===== config.mk =====
export PLATFORM = sky130hd
export DESIGN_NAME = bg_layer_fetch
export DESIGN_NICKNAME = d
export VERILOG_FILES = /design/src/rtl/bg_layer_fetch.sv
export SDC_FILE = /design/constraint.sdc
export NUM_CORES = 1
export LEC_CHECK = 0
export CAP_MARGIN = 10
export CORE_MARGIN = 2
export CORE_UTILIZATION = 54
export CTS_CLUSTER_DIAMETER = 100
export DETAILED_ROUTE_END_ITERATION = 8
export PLACE_DENSITY = 0.73
export SETUP_SLACK_MARGIN = 0.02
export SLEW_MARGIN = 20
export SYNTH_ARGS = -nofsm -noshare
export SYNTH_HDL_FRONTEND = slang
export SYNTH_SLANG_ARGS = --single-unit
export TNS_END_PERCENT = 30

===== constraint.sdc =====
create_clock -name clk -period 15.3 [get_ports clk]
set_input_delay 3.06 -clock clk [delete_from_list [all_inputs] [get_ports clk]]
set_output_delay 3.06 -clock clk [all_outputs]
set_load 0.02 [all_outputs]

===== src/rtl/bg_layer_fetch.sv =====
// bg_layer_fetch: streams a 16-bpp background image from SDRAM through a
// prefetch FIFO and composites it with the core's 12-bit foreground.
// Ports: clk, RESET_L (sync, active low); video timing ce_pix, hblank,
// vblank, vs; enable, mode, fg_rgb; SDRAM read port mem_req, mem_addr,
// mem_ack, mem_data ({b,a,r,g}); outputs rgb_out ({r,g,b}), underrun.
module bg_layer_fetch #(
    parameter int AW          = 25,
    parameter int DEPTH       = 8,
    parameter int STEP        = 2,
    parameter int FRAME_WORDS = 307200
) (
    input  logic          clk,
    input  logic          RESET_L,
    input  logic          ce_pix,
    input  logic          hblank,
    input  logic          vblank,
    input  logic          vs,
    input  logic          enable,
    input  logic [1:0]    mode,
    input  logic [11:0]   fg_rgb,
    output logic          mem_req,
    output logic [AW-1:0] mem_addr,
    input  logic          mem_ack,
    input  logic [15:0]   mem_data,
    output logic [11:0]   rgb_out,
    output logic          underrun
);
    localparam int PW = $clog2(DEPTH);
    localparam int CW = $clog2(FRAME_WORDS + 1);

    typedef enum logic {S_IDLE, S_WAIT} state_t;

    state_t        r_state;
    logic [AW-1:0] r_addr;
    logic [AW-1:0] r_skip;
    logic [CW-1:0] r_wcnt;
    logic          r_drop;
    logic          r_vs_d;
    logic [15:0]   r_mem [DEPTH];
    logic [PW-1:0] r_wp;
    logic [PW-1:0] r_rp;
    logic [PW:0]   r_cnt;

    logic          w_fs;
    logic          w_pix;
    logic          w_pop;
    logic          w_under;
    logic          w_ack;
    logic          w_push;
    logic          w_skip_dec;
    logic          w_issue;
    logic [AW-1:0] w_skip_nx;
    logic [15:0]   w_word;
    logic [3:0]    w_a;
    logic [11:0]   w_bg;
    logic [11:0]   w_blend;
    logic [11:0]   w_mix;

    assign w_fs    = vs & ~r_vs_d;
    assign w_pix   = ce_pix & ~(hblank | vblank) & enable;
    assign w_pop   = w_pix & (r_cnt != '0);
    assign w_under = w_pix & (r_cnt == '0);
    // Acks are only honoured in WAIT, so a late ack after reset is ignored.
    // An ack coinciding with frame start belongs to the old frame.
    assign w_ack      = (r_state == S_WAIT) & mem_ack & ~w_fs;
    assign w_push     = w_ack & ~r_drop & (r_skip == '0);
    assign w_skip_dec = w_ack & ~r_drop & (r_skip != '0);
    // No outstanding request exists in IDLE, so fifo space alone decides.
    assign w_issue = (r_state == S_IDLE) & enable & ~w_fs
                   & (r_cnt < (PW+1)'(DEPTH))
                   & (r_wcnt < CW'(FRAME_WORDS));

    always_comb begin
        w_skip_nx = r_skip;
        if (w_skip_dec)
            w_skip_nx = w_skip_nx - 1'b1;
        if (w_under && w_skip_nx != '1)
            w_skip_nx = w_skip_nx + 1'b1;
    end

    function automatic logic [3:0] blend(
        input logic [3:0] f,
        input logic [3:0] b,
        input logic [3:0] a
    );
        logic [7:0] s;
        s = {4'd0, f} * (8'd16 - {4'd0, a}) + {4'd0, b} * {4'd0, a};
        return s[7:4];
    endfunction

    // Empty fifo, blank and disabled all read as transparent black, a=0.
    assign w_word  = w_pop ? r_mem[r_rp] : 16'h0000;
    assign w_a     = w_word[11:8];
    assign w_bg    = {w_word[7:4], w_word[3:0], w_word[15:12]};
    assign w_blend = {blend(fg_rgb[11:8], w_bg[11:8], w_a),
                      blend(fg_rgb[7:4],  w_bg[7:4],  w_a),
                      blend(fg_rgb[3:0],  w_bg[3:0],  w_a)};

    always_comb begin
        w_mix = fg_rgb;
        unique case (mode)
            2'd0: w_mix = fg_rgb;
            2'd1: w_mix = (fg_rgb != '0 && w_a == '0) ? fg_rgb : w_bg;
            2'd2: w_mix = (fg_rgb == '0) ? w_bg : w_blend;
            2'd3: w_mix = w_bg;
        endcase
    end

    always_ff @(posedge clk) begin
        if (w_push)
            r_mem[r_wp] <= mem_data;
    end

    always_ff @(posedge clk) begin
        if (!RESET_L) begin
            r_state  <= S_IDLE;
            mem_req  <= 1'b0;
            mem_addr <= '0;
            r_addr   <= '0;
            r_wcnt   <= '0;
            r_skip   <= '0;
            r_drop   <= 1'b0;
            r_vs_d   <= 1'b0;
            r_wp     <= '0;
            r_rp     <= '0;
            r_cnt    <= '0;
            rgb_out  <= '0;
            underrun <= 1'b0;
        end else begin
            r_vs_d  <= vs;
            mem_req <= 1'b0;
            r_skip  <= w_skip_nx;
            if (ce_pix)
                rgb_out <= w_mix;
            if (w_under)
                underrun <= 1'b1;

            unique case (r_state)
                S_IDLE: begin
                    if (w_issue) begin
                        mem_req  <= 1'b1;
                        mem_addr <= r_addr;
                        r_addr   <= r_addr + AW'(STEP);
                        r_wcnt   <= r_wcnt + 1'b1;
                        r_state  <= S_WAIT;
                    end
                end
                S_WAIT: begin
                    if (mem_ack)
                        r_state <= S_IDLE;
                end
            endcase

            if (w_ack)
                r_drop <= 1'b0;

            if (w_push)
                r_wp <= r_wp + 1'b1;
            if (w_pop)
                r_rp <= r_rp + 1'b1;
            r_cnt <= r_cnt + (PW+1)'(w_push) - (PW+1)'(w_pop);

            if (w_fs) begin
                r_addr <= '0;
                r_wcnt <= '0;
                r_skip <= '0;
                r_wp   <= '0;
                r_rp   <= '0;
                r_cnt  <= '0;
                // Stale response still to come: stay in WAIT and discard it.
                r_drop <= (r_state == S_WAIT) & ~mem_ack;
            end
        end
    end
endmodule


==> results of run 1 <==
==> worst max-delay path, delay by kind of cell <==
| kind | cells | cell delay, ps |
|---|---|---|
| adders and majority gates | 6 | 2940 |
| and+or+nand+nor | 6 | 2040 |
| buffers and inverters | 5 | 1510 |
| AOI/OAI and AO/OA | 4 | 770 |
| xor gates and xnor gates | 1 | 160 |
==> metrics by stage <==
| stage | cells | power, mW | hold slack, ps |
|---|---|---|---|
| 2_1_floorplan | 1422 | 0.770 | 453 |
| 3_3_place_gp | 1789 | 0.804 | 440 |
| 3_5_place_dp | 1789 | 0.806 | 451 |
| 4_1_cts | 1839 | 1.45 | 464 |
| 5_1_grt | 1839 | 1.48 | 490 |
| 6_report | 1839 | 1.44 | 462 |
==> flip-flops by register name (all words and copies together) (netlist names), 3 cells and up, named ones only <==
register and flops:
r_mem 128, r_addr 24, r_wcnt 19, r_wp 3
r_cnt 4, r_skip 25, rgb_out 12, r_rp 3
mem_addr 24
==> power groups by stage <==
| stage | clock (mW) | sequential, mW | combinational [mW] |
|---|---|---|---|
| floorplan | 0 | 0.728 | 0.0420 |
| global placement | 0 | 0.726 | 0.0784 |
| detailed placement | 0 | 0.726 | 0.0799 |
| CTS | 0.656 | 0.711 | 0.0802 |
| global route | 0.677 | 0.711 | 0.0886 |
| finish | 0.644 | 0.711 | 0.0803 |
==> synth_stat cells (4+ instances only) <==
| library cell | count |
|---|---|
| nor4_1 | 12 |
| a21boi_0 | 26 |
| nand2b_1 | 15 |
| mux4_2 | 32 |
| a211oi_1 | 14 |
| ha_1 | 61 |
| a31oi_1 | 5 |
| and2_1 | 51 |
| buf_2 | 9 |
| or2_2 | 15 |
| dfxtp_1 | 122 |
| and4_1 | 4 |
| mux2_2 | 13 |
| xor2_1 | 43 |
| o31ai_1 | 4 |
| nand3_1 | 42 |
| nand4_1 | 20 |
| clkbuf_1 | 47 |
| fa_1 | 58 |
| o21a_1 | 7 |
| nor3_1 | 26 |
| nand2_1 | 164 |
| o21ai_0 | 34 |
| o211ai_1 | 6 |
| a21o_1 | 4 |
| inv_1 | 113 |
| edfxtp_1 | 128 |
| nor2b_1 | 4 |
| xnor2_1 | 43 |
| mux2i_1 | 31 |
| a21oi_1 | 33 |
| buf_1 | 6 |
| and3_1 | 18 |
| nor2_1 | 113 |
| a32o_1 | 4 |
| or3_1 | 16 |
==> layer usage <==
metal,GRT usage [%],share of wire [%]
met5,0,0
met4,7.73,3.0
met3,3.45,5.2
met2,40.1,48
met1,32.5,44
==> cell type report <==
| class | instances | area (um^2) |
|---|---|---|
| multi-input combinational | 991 | 7820 |
| fill | 2125 | 10200 |
| sequential | 250 | 6290 |
| clock buffer | 30 | 687 |
| clock inverter | 20 | 188 |
| tap | 341 | 427 |
| inverter | 114 | 428 |
| timing repair buffer | 93 | 886 |
==> how the worst max path moves through the flow <==
stage,cells past startpoint,startpoint,slack [ps],to
floorplan,24,vblank,6530,rgb_out[11]
global placement,22,ce_pix,5020,rgb_out[11]
detailed placement,22,ce_pix,4740,rgb_out[11]
CTS,22,ce_pix,5290,rgb_out[11]
global route,23,ce_pix,4600,rgb_out[2]
finish,22,ce_pix,5210,rgb_out[11]
==> cell families after synthesis <==
logic type / Yosys count / share of synthesized area, %
simple gates: 528 / 17.8
flops: 250 / 42.5
buf+inv: 181 / 4.85
compound gates: 180 / 8.57
fa+ha+maj: 119 / 13.0
xor+xnor: 87 / 5.25
mux: 76 / 7.96
other cells: 1 / 0.0254
==> flow_summary_export.csv, run 1 <==
group,metric,value,unit
yosys,synth_area_leader_cell,"edfxtp_1",
power,p_leak,6.11,nW
placed_design,dp_hpwl,23400,um
floorplan,fp.dieH,169,um
yosys,syn_nets,1579,
layout,final_common_cell,"nand2_1",
power,swShare,23.1,%
floorplan,initial_core_util,54.9,%
worst_hold_path,hold-path-cell-count,2,
clocking,clockRootBuffer,"clkbuf_16",
sta,fin_skew,9.76,ps
layout,final_cell_mix,"163 x nand2_1, 128 x edfxtp_1, 121 x dfxtp_1",
drt,dr.pass1.iters,6,
yosys,synth_area_per_cell,10.4,um^2
drt,drt_iter0_markers,710,
floorplan,pin_count,77,
critical_path,r2r_end,"rgb_out[11]",
layout,finalInstanceArea,16700,um^2
drt,postRouteAntennaNets,0,
sta,layout_min_cycle_time,10090,ps
floorplan,fp.coreArea,27000,um^2
yosys,netlist_area,14800,um^2
critical_path,rr_startpoint,"r_cnt[3]",
sta,fin_tns_setup,0,ps
placed_design,gp_congestion,0.925,
yosys,ys_ff_latch,250,
yosys,synthTopCellsByArea,"edfxtp_1 26%, dfxtp_1 17%, fa_1 7.9%",
run_status,status,"finished clean",
clocking,htree_levels,1,
critical_path,critPathSlowestCell,"inv_1",
drt,routed_wl,33700,um
yosys,ys.flop_type,"edfxtp_1",
power,ir_drop,0.0782,mV
power,p_int,1.10,mW
critical_path,worstSetupStartpointType,"primary input",
worst_hold_path,min_path_type,"flop to flop",
flow_run,drv_cap,0,
power,power_switching,0.332,mW
critical_path,cp_cell_sequence,"clkdlybuf4s50_1 -> nor4bb_1 -> nand2_1 -> inv_1 -> nand2_1 -> ha_1 -> nand2_1 -> fa_1 -> fa_1 -> inv_1 -> fa_1 -> inv_1 -> fa_1 -> inv_1 -> ha_1 -> nand4b_1 -> nor4b_1 -> o41ai_1 -> o21bai_1 -> xnor3_1 -> o221ai_1 -> a32o_1",
grt,grt_pass1_wl,55300,um
placed_design,placed_cell_area,15800,um^2
drt,routed-via-count,10649,
floorplan,die_w,169,um
worst_hold_path,hold_end,"rgb_out[5]",
sta,setup-violations-final,0,
worst_hold_path,hp-start,"rgb_out[5]",
placed_design,port_buffers,75,
critical_path,cp.required,15740,ps
sta,rsz0062_at_grt,"false",
yosys,ys_seq_area_share,42.5,%
critical_path,worstSetupPathType,"primary input to flop",
critical_path,end_kind,"flop",
sta,tightest_slew,1140,ps
power,pwr-share-seq,49.6,%
power,powerDensity,85.8,nW/um^2
yosys,yosys_warnings,0,
grt,globalRouteOverflowTotal,0,
grt,track_usage,24.0,%
yosys,synth_cell_type_count,85,
yosys,netlist_instances,1422,
layout,drive_gt1_share,9.81,%
clocking,clk_path_buf_depth,3,
power,share_comb_of_total_power,5.6,%
sta,setup_slack,5210,ps
placed_design,place_ws,4740,ps
critical_path,cp_data_arrival_time,10530,ps
drt,drc,0,
clocking,cts_tree,"built",
sta,timing.final.crit_share,65.9,%
yosys,synth_edf_count,128,
yosys,async_flop_share,0,%
critical_path,critPathMaxStageDelay,730,ps
clocking,holdBufCountCts,0,
grt,grt_max_degree,61,
sta,hold_viol,0,
yosys,yosys.area.top_type_share,26.0,%
sta,slew-limit-headroom,24.1,%
grt,antenna_found_initial,0,
clocking,cts.reportedPaths.clkPinSlew,60,ps
sta,fmax,0.0991,GHz
floorplan,row_count,60,
clocking,clkSinkCount,250,
critical_path,rrSetupSlack,8050,ps
layout,fin_util,62.1,%
layout,nets,1634,
critical_path,crit_path_max_fanout,30,
critical_path,r2r_cells,23,
layout,synthToLayoutAreaGrowth,13.1,%
drt,viasPerCell,5.79,
clocking,cts_setup_buffers,0,
drt,wire_per_inst,18.3,um
clocking,insertion_delay,550,ps
layout,antenna_cells,0,
power,power_frac_clock,44.9,%
clocking,cts-buffers-inserted,27,
clocking,post_cts_resized,0,
grt,first_global_vias,10573,
floorplan,fp.dieArea,28700,um^2
sta,finalMaxSlewViolations,0,
Note: power is estimated with default switching activity, not from simulation.
==> run 2: changes to the inputs <==
PLACE_DENSITY = 0.76   (was 0.73)
clock period = 8.8 ns   (was 15.3 ns; I/O delays follow)
==> flow_summary_export.csv, run 2 (synthesis results as in run 1) <==
group,metric,value,unit
critical_path,end_kind,"flop",
floorplan,die_w,169,um
layout,seq_area,6290,um^2
grt,met1_usage,31.9,%
placed_design,placed_cell_area,15900,um^2
worst_hold_path,min_path_type,"flop to flop",
sta,fin_skew,15.5,ps
layout,fin_util,62.5,%
clocking,clk_path_buf_depth,3,
floorplan,pin_count,77,
sta,fmax,0.127,GHz
clocking,htree_levels,1,
clocking,clkSinkCount,250,
worst_hold_path,hold-path-cell-count,2,
power,ir_drop,0.158,mV
flow_run,drv_cap,0,
grt,use_met2,41.0,%
clocking,post_cts_resized,0,
power,power_switching,0.578,mW
drt,routed_wl,33500,um
drt,postRouteAntennaNets,0,
sta,setup_slack,914,ps
critical_path,cp.required,9250,ps
sta,slew-limit-headroom,29.5,%
clocking,cts.reportedPaths.clkPinSlew,60,ps
layout,synthToLayoutAreaGrowth,13.9,%
power,share_comb_of_total_power,5.4,%
placed_design,gp_congestion,0.896,
sta,finalMaxSlewViolations,0,
grt,grt_use_met3,3.78,%
layout,nets,1640,
grt,antenna_found_initial,0,
critical_path,worstSetupStartpointType,"primary input",
clocking,holdBufCountCts,0,
critical_path,r2r_cells,22,
drt,routed-via-count,10849,
drt,drt_iter0_markers,1008,
power,finalPower,2.56,mW
placed_design,port_buffers,75,
power,p_leak,6.16,nW
critical_path,crit_path_max_fanout,17,
sta,hold_viol,0,
clocking,cts_tree,"built",
clocking,cts-buffers-inserted,28,
sta,rsz0062_at_grt,"false",
clocking,insertion_delay,560,ps
sta,layout_min_cycle_time,7890,ps
drt,wire_per_inst,18.1,um
critical_path,worstSetupPathType,"primary input to flop",
grt,globalRouteOverflowTotal,0,
grt,track_usage,24.0,%
sta,timing.final.crit_share,89.6,%
critical_path,cp_data_arrival_time,8340,ps
layout,instances_no_fill,1846,
floorplan,fp.dieArea,28700,um^2
power,power_frac_clock,46.3,%
layout,regMostFlops,"r_mem",
floorplan,fp.coreArea,27000,um^2
placed_design,place_ws,319,ps
clocking,cts_setup_buffers,0,
layout,largest_register_ffs,128,
layout,largestRegisters,"r_mem: 128 flops, r_skip: 25 flops",
layout,finalInstanceArea,16800,um^2
power,swShare,22.5,%
sta,tightest_slew,1060,ps
sta,fin_tns_setup,0,ps
sta,holdWs,456,ps
floorplan,initial_core_util,54.9,%
power,powerDensity,152,nW/um^2
power,p_int,1.99,mW
grt,grt_pass1_wl,55300,um
layout,antenna_cells,0,
layout,final_common_cell,"nand2_1",
sta,setup-violations-final,0,
layout,drive_gt1_share,10.2,%
grt,grt_max_degree,69,
run_status,status,"finished clean",
grt,first_global_vias,10790,
layout,final_cell_mix,"163 x nand2_1, 128 x edfxtp_1, 121 x dfxtp_1",
floorplan,row_count,60,
power,pwr-share-seq,48.2,%
placed_design,placedCellCount,1794,
drt,dr.pass1.iters,6,
placed_design,dp_hpwl,23400,um
grt,gr-max-usage-layer,"met2",
layout,fillers,2106,
drt,viasPerCell,5.88,
clocking,clockRootBuffer,"clkbuf_16",
floorplan,fp.dieH,169,um
layout,multi_input_area,7820,um^2
drt,drc,0,
-- run 2: cell types whose count changed in the layout (fill, tap and decap cells not counted), sizes merged --
cell / previous run / this run
buf: 18 / 23
clkbuf: 30 / 37
clkinvlp: 1 / 2
bufinv: 2 / 3
inv: 118 / 116
clkinv: 13 / 8
-- run 2: worst paths after layout --
kind            endpoint  slack [ps]       start
min           rgb_out[5]         460  rgb_out[5]
min reg2reg   rgb_out[5]         460  rgb_out[5]
max reg2reg  rgb_out[11]        1800        flop
max          rgb_out[11]         910      ce_pix
-- run 2: power by group through the flow --
stage	registers, mW	clock network, mW	logic, mW
6_report	1.24	1.19	0.140
3_5_place_dp	1.26	0	0.138
5_1_grt	1.24	1.26	0.154
3_3_place_gp	1.26	0	0.135
4_1_cts	1.24	1.21	0.139
2_1_floorplan	1.27	0	0.0731
-- run 2: metal layers --
layer  part of all wire [%]  vias to the layer above
li1                       -                     5103
met1                     43                     5342
met2                     48                      350
met3                    6.4                       54
met4                    2.0                        0
met5                      0                        -
-- run 2: layout make-up --
type | count | share of cell area, %
clock buffers | 37 | 4.48
multi-input cells | 991 | 46.5
clock inverters | 15 | 1.17
inverters | 114 | 2.54
flip-flops and latches | 250 | 37.3
repair buffers | 98 | 5.48
well taps | 341 | 2.53
-- run 2: critical path, stage by stage --
cell and delay [ps]:
clkdlybuf4s50_1 580, nor4bb_1 410, nand2_1 160, inv_1 230
buf_4 260, nand2b_1 340, or2_2 430, fa_1 510
fa_1 550, inv_1 60, fa_1 530, inv_1 50
fa_1 520, inv_1 40, ha_1 270, nand4b_1 90
nor4b_1 590, o41ai_1 210, o21bai_1 180, xnor3_1 150
o221ai_1 120, a32o_1 290
==> run 3: changes to the inputs <==
CTS_CLUSTER_SIZE = 16   (was not set)
==> flow_summary_export.csv, run 3 (synthesis results as in run 1) <==
group,metric,value,unit
worst_hold_path,min_path_type,"flop to flop",
sta,timing.final.crit_share,90.2,%
grt,track_usage,23.5,%
placed_design,placed_cell_area,15900,um^2
critical_path,worstSetupPathType,"primary input to flop",
worst_hold_path,hold-path-cell-count,2,
placed_design,port_buffers,75,
layout,finalInstanceArea,16500,um^2
critical_path,r2r_end,"rgb_out[11]",
sta,rsz0062_at_grt,"false",
power,powerDensity,135,nW/um^2
layout,nets,1632,
power,ir_drop,0.131,mV
grt,grt_max_degree,69,
sta,slew-limit-headroom,30.5,%
sta,finalMaxSlewViolations,0,
layout,fillers,2156,
clocking,insertion_delay,530,ps
critical_path,crit_path_max_fanout,17,
placed_design,gp_congestion,0.896,
grt,globalRouteOverflowTotal,0,
clocking,cts.reportedPaths.clkPinSlew,80,ps
clocking,cts_setup_buffers,0,
clocking,clkSinkCount,250,
sta,tightest_slew,1040,ps
placed_design,dp_hpwl,23400,um
drt,routed_wl,33000,um
clocking,cts_tree,"built",
critical_path,r2r_cells,22,
floorplan,fp.coreArea,27000,um^2
layout,antenna_cells,0,
sta,hold_viol,0,
drt,dr.pass1.iters,6,
clocking,clockRootBuffer,"clkbuf_16",
drt,postRouteAntennaNets,0,
critical_path,rrSetupSlack,1860,ps
sta,fmax,0.126,GHz
placed_design,place_ws,319,ps
floorplan,row_count,60,
clocking,htree_levels,1,
sta,setup_slack,862,ps
critical_path,cp.required,9210,ps
layout,regMostFlops,"r_mem",
floorplan,fp.dieH,169,um
floorplan,pin_count,77,
sta,layout_min_cycle_time,7940,ps
grt,antenna_found_initial,0,
critical_path,end_kind,"flop",
drt,viasPerCell,5.88,
drt,drc,0,
clocking,post_cts_resized,0,
layout,final_common_cell,"nand2_1",
layout,largest_register_ffs,128,
grt,grt_pass1_wl,54200,um
drt,routed-via-count,10725,
layout,largestRegisters,"r_mem: 128 flops, r_skip: 25 flops",
drt,wire_per_inst,18.1,um
layout,synthToLayoutAreaGrowth,11.4,%
floorplan,initial_core_util,54.9,%
sta,holdWs,461,ps
worst_hold_path,hold_end,"mem_addr[16]",
clocking,clk_path_buf_depth,3,
sta,fin_skew,28.9,ps
drt,drt_iter0_markers,897,
grt,first_global_vias,10625,
sta,setup-violations-final,0,
floorplan,die_w,169,um
critical_path,cp_data_arrival_time,8350,ps
flow_run,drv_cap,0,
layout,final_cell_mix,"163 x nand2_1, 128 x edfxtp_1, 121 x dfxtp_1",
critical_path,worstSetupStartpointType,"primary input",
floorplan,fp.dieArea,28700,um^2
run_status,status,"finished clean",
layout,drive_gt1_share,9.10,%
worst_hold_path,hp-start,"mem_addr[16]",
power,finalPower,2.23,mW
power,p_leak,5.99,nW
clocking,holdBufCountCts,0,
sta,fin_tns_setup,0,ps
clocking,cts-buffers-inserted,20,
## run 3: final cells by class
cell class | instances | area, um^2 | share of cell area [%]
Clock buffer | 26 | 523 | 3.18
Clock inverter | 4 | 60.1 | 0.365
Inverter | 114 | 428 | 2.60
Multi-Input combinational cell | 991 | 7820 | 47.5
Sequential cell | 250 | 6290 | 38.2
Tap cell | 341 | 427 | 2.59
Timing Repair Buffer | 98 | 923 | 5.61
## run 3: worst max-delay path by stage
stage | startpoint | endpoint | slack (ps) | cells past startpoint
CTS | ce_pix | rgb_out[11] | 840 | 22
detailed placement | ce_pix | rgb_out[11] | 320 | 22
global placement | ce_pix | rgb_out[11] | 560 | 22
floorplan | vblank | rgb_out[11] | 1330 | 24
global route | ce_pix | rgb_out[11] | 570 | 22
finish | ce_pix | rgb_out[11] | 860 | 22
## run 3: worst max-delay path, stage by stage
cell	delay, ps
clkdlybuf4s50_1	570
nor4bb_1	410
nand2_1	160
inv_1	230
buf_4	260
nand2b_1	350
or2_2	440
fa_1	500
fa_1	540
inv_1	60
fa_1	530
inv_1	50
fa_1	520
inv_1	40
ha_1	270
nand4b_1	100
nor4b_1	600
o41ai_1	210
o21bai_1	180
xnor3_1	150
o221ai_1	120
a32o_1	300
## run 3: through the flow
stage                     util [%]  std cells
after floorplan                  -       1422
after global placement        58.9       1794
after global routing          61.1       1824
after CTS                     61.1       1824
final                         61.1       1824
after detailed placement      58.9       1794
## run 3: layer usage
layer | track usage, % | share of wire, % | routed length [um] | vias to the layer above
met5 | 0 | 0 | 0 | -
met4 | 6.61 | 2.4 | 796 | 0
met3 | 3.57 | 6.0 | 1980 | 52
met2 | 39.5 | 47 | 15600 | 333
met1 | 31.7 | 44 | 14600 | 5268
li1 | - | - | - | 5072
## run 3: power by group
| group | leakage [nW] | internal (mW) | total, mW | switching [mW] |
|---|---|---|---|---|
| sequential | 2.14 | 1.23 | 1.24 | 0.00544 |
| combinational | 3.57 | 0.0556 | 0.139 | 0.0837 |
| clock | 0.276 | 0.426 | 0.850 | 0.425 |
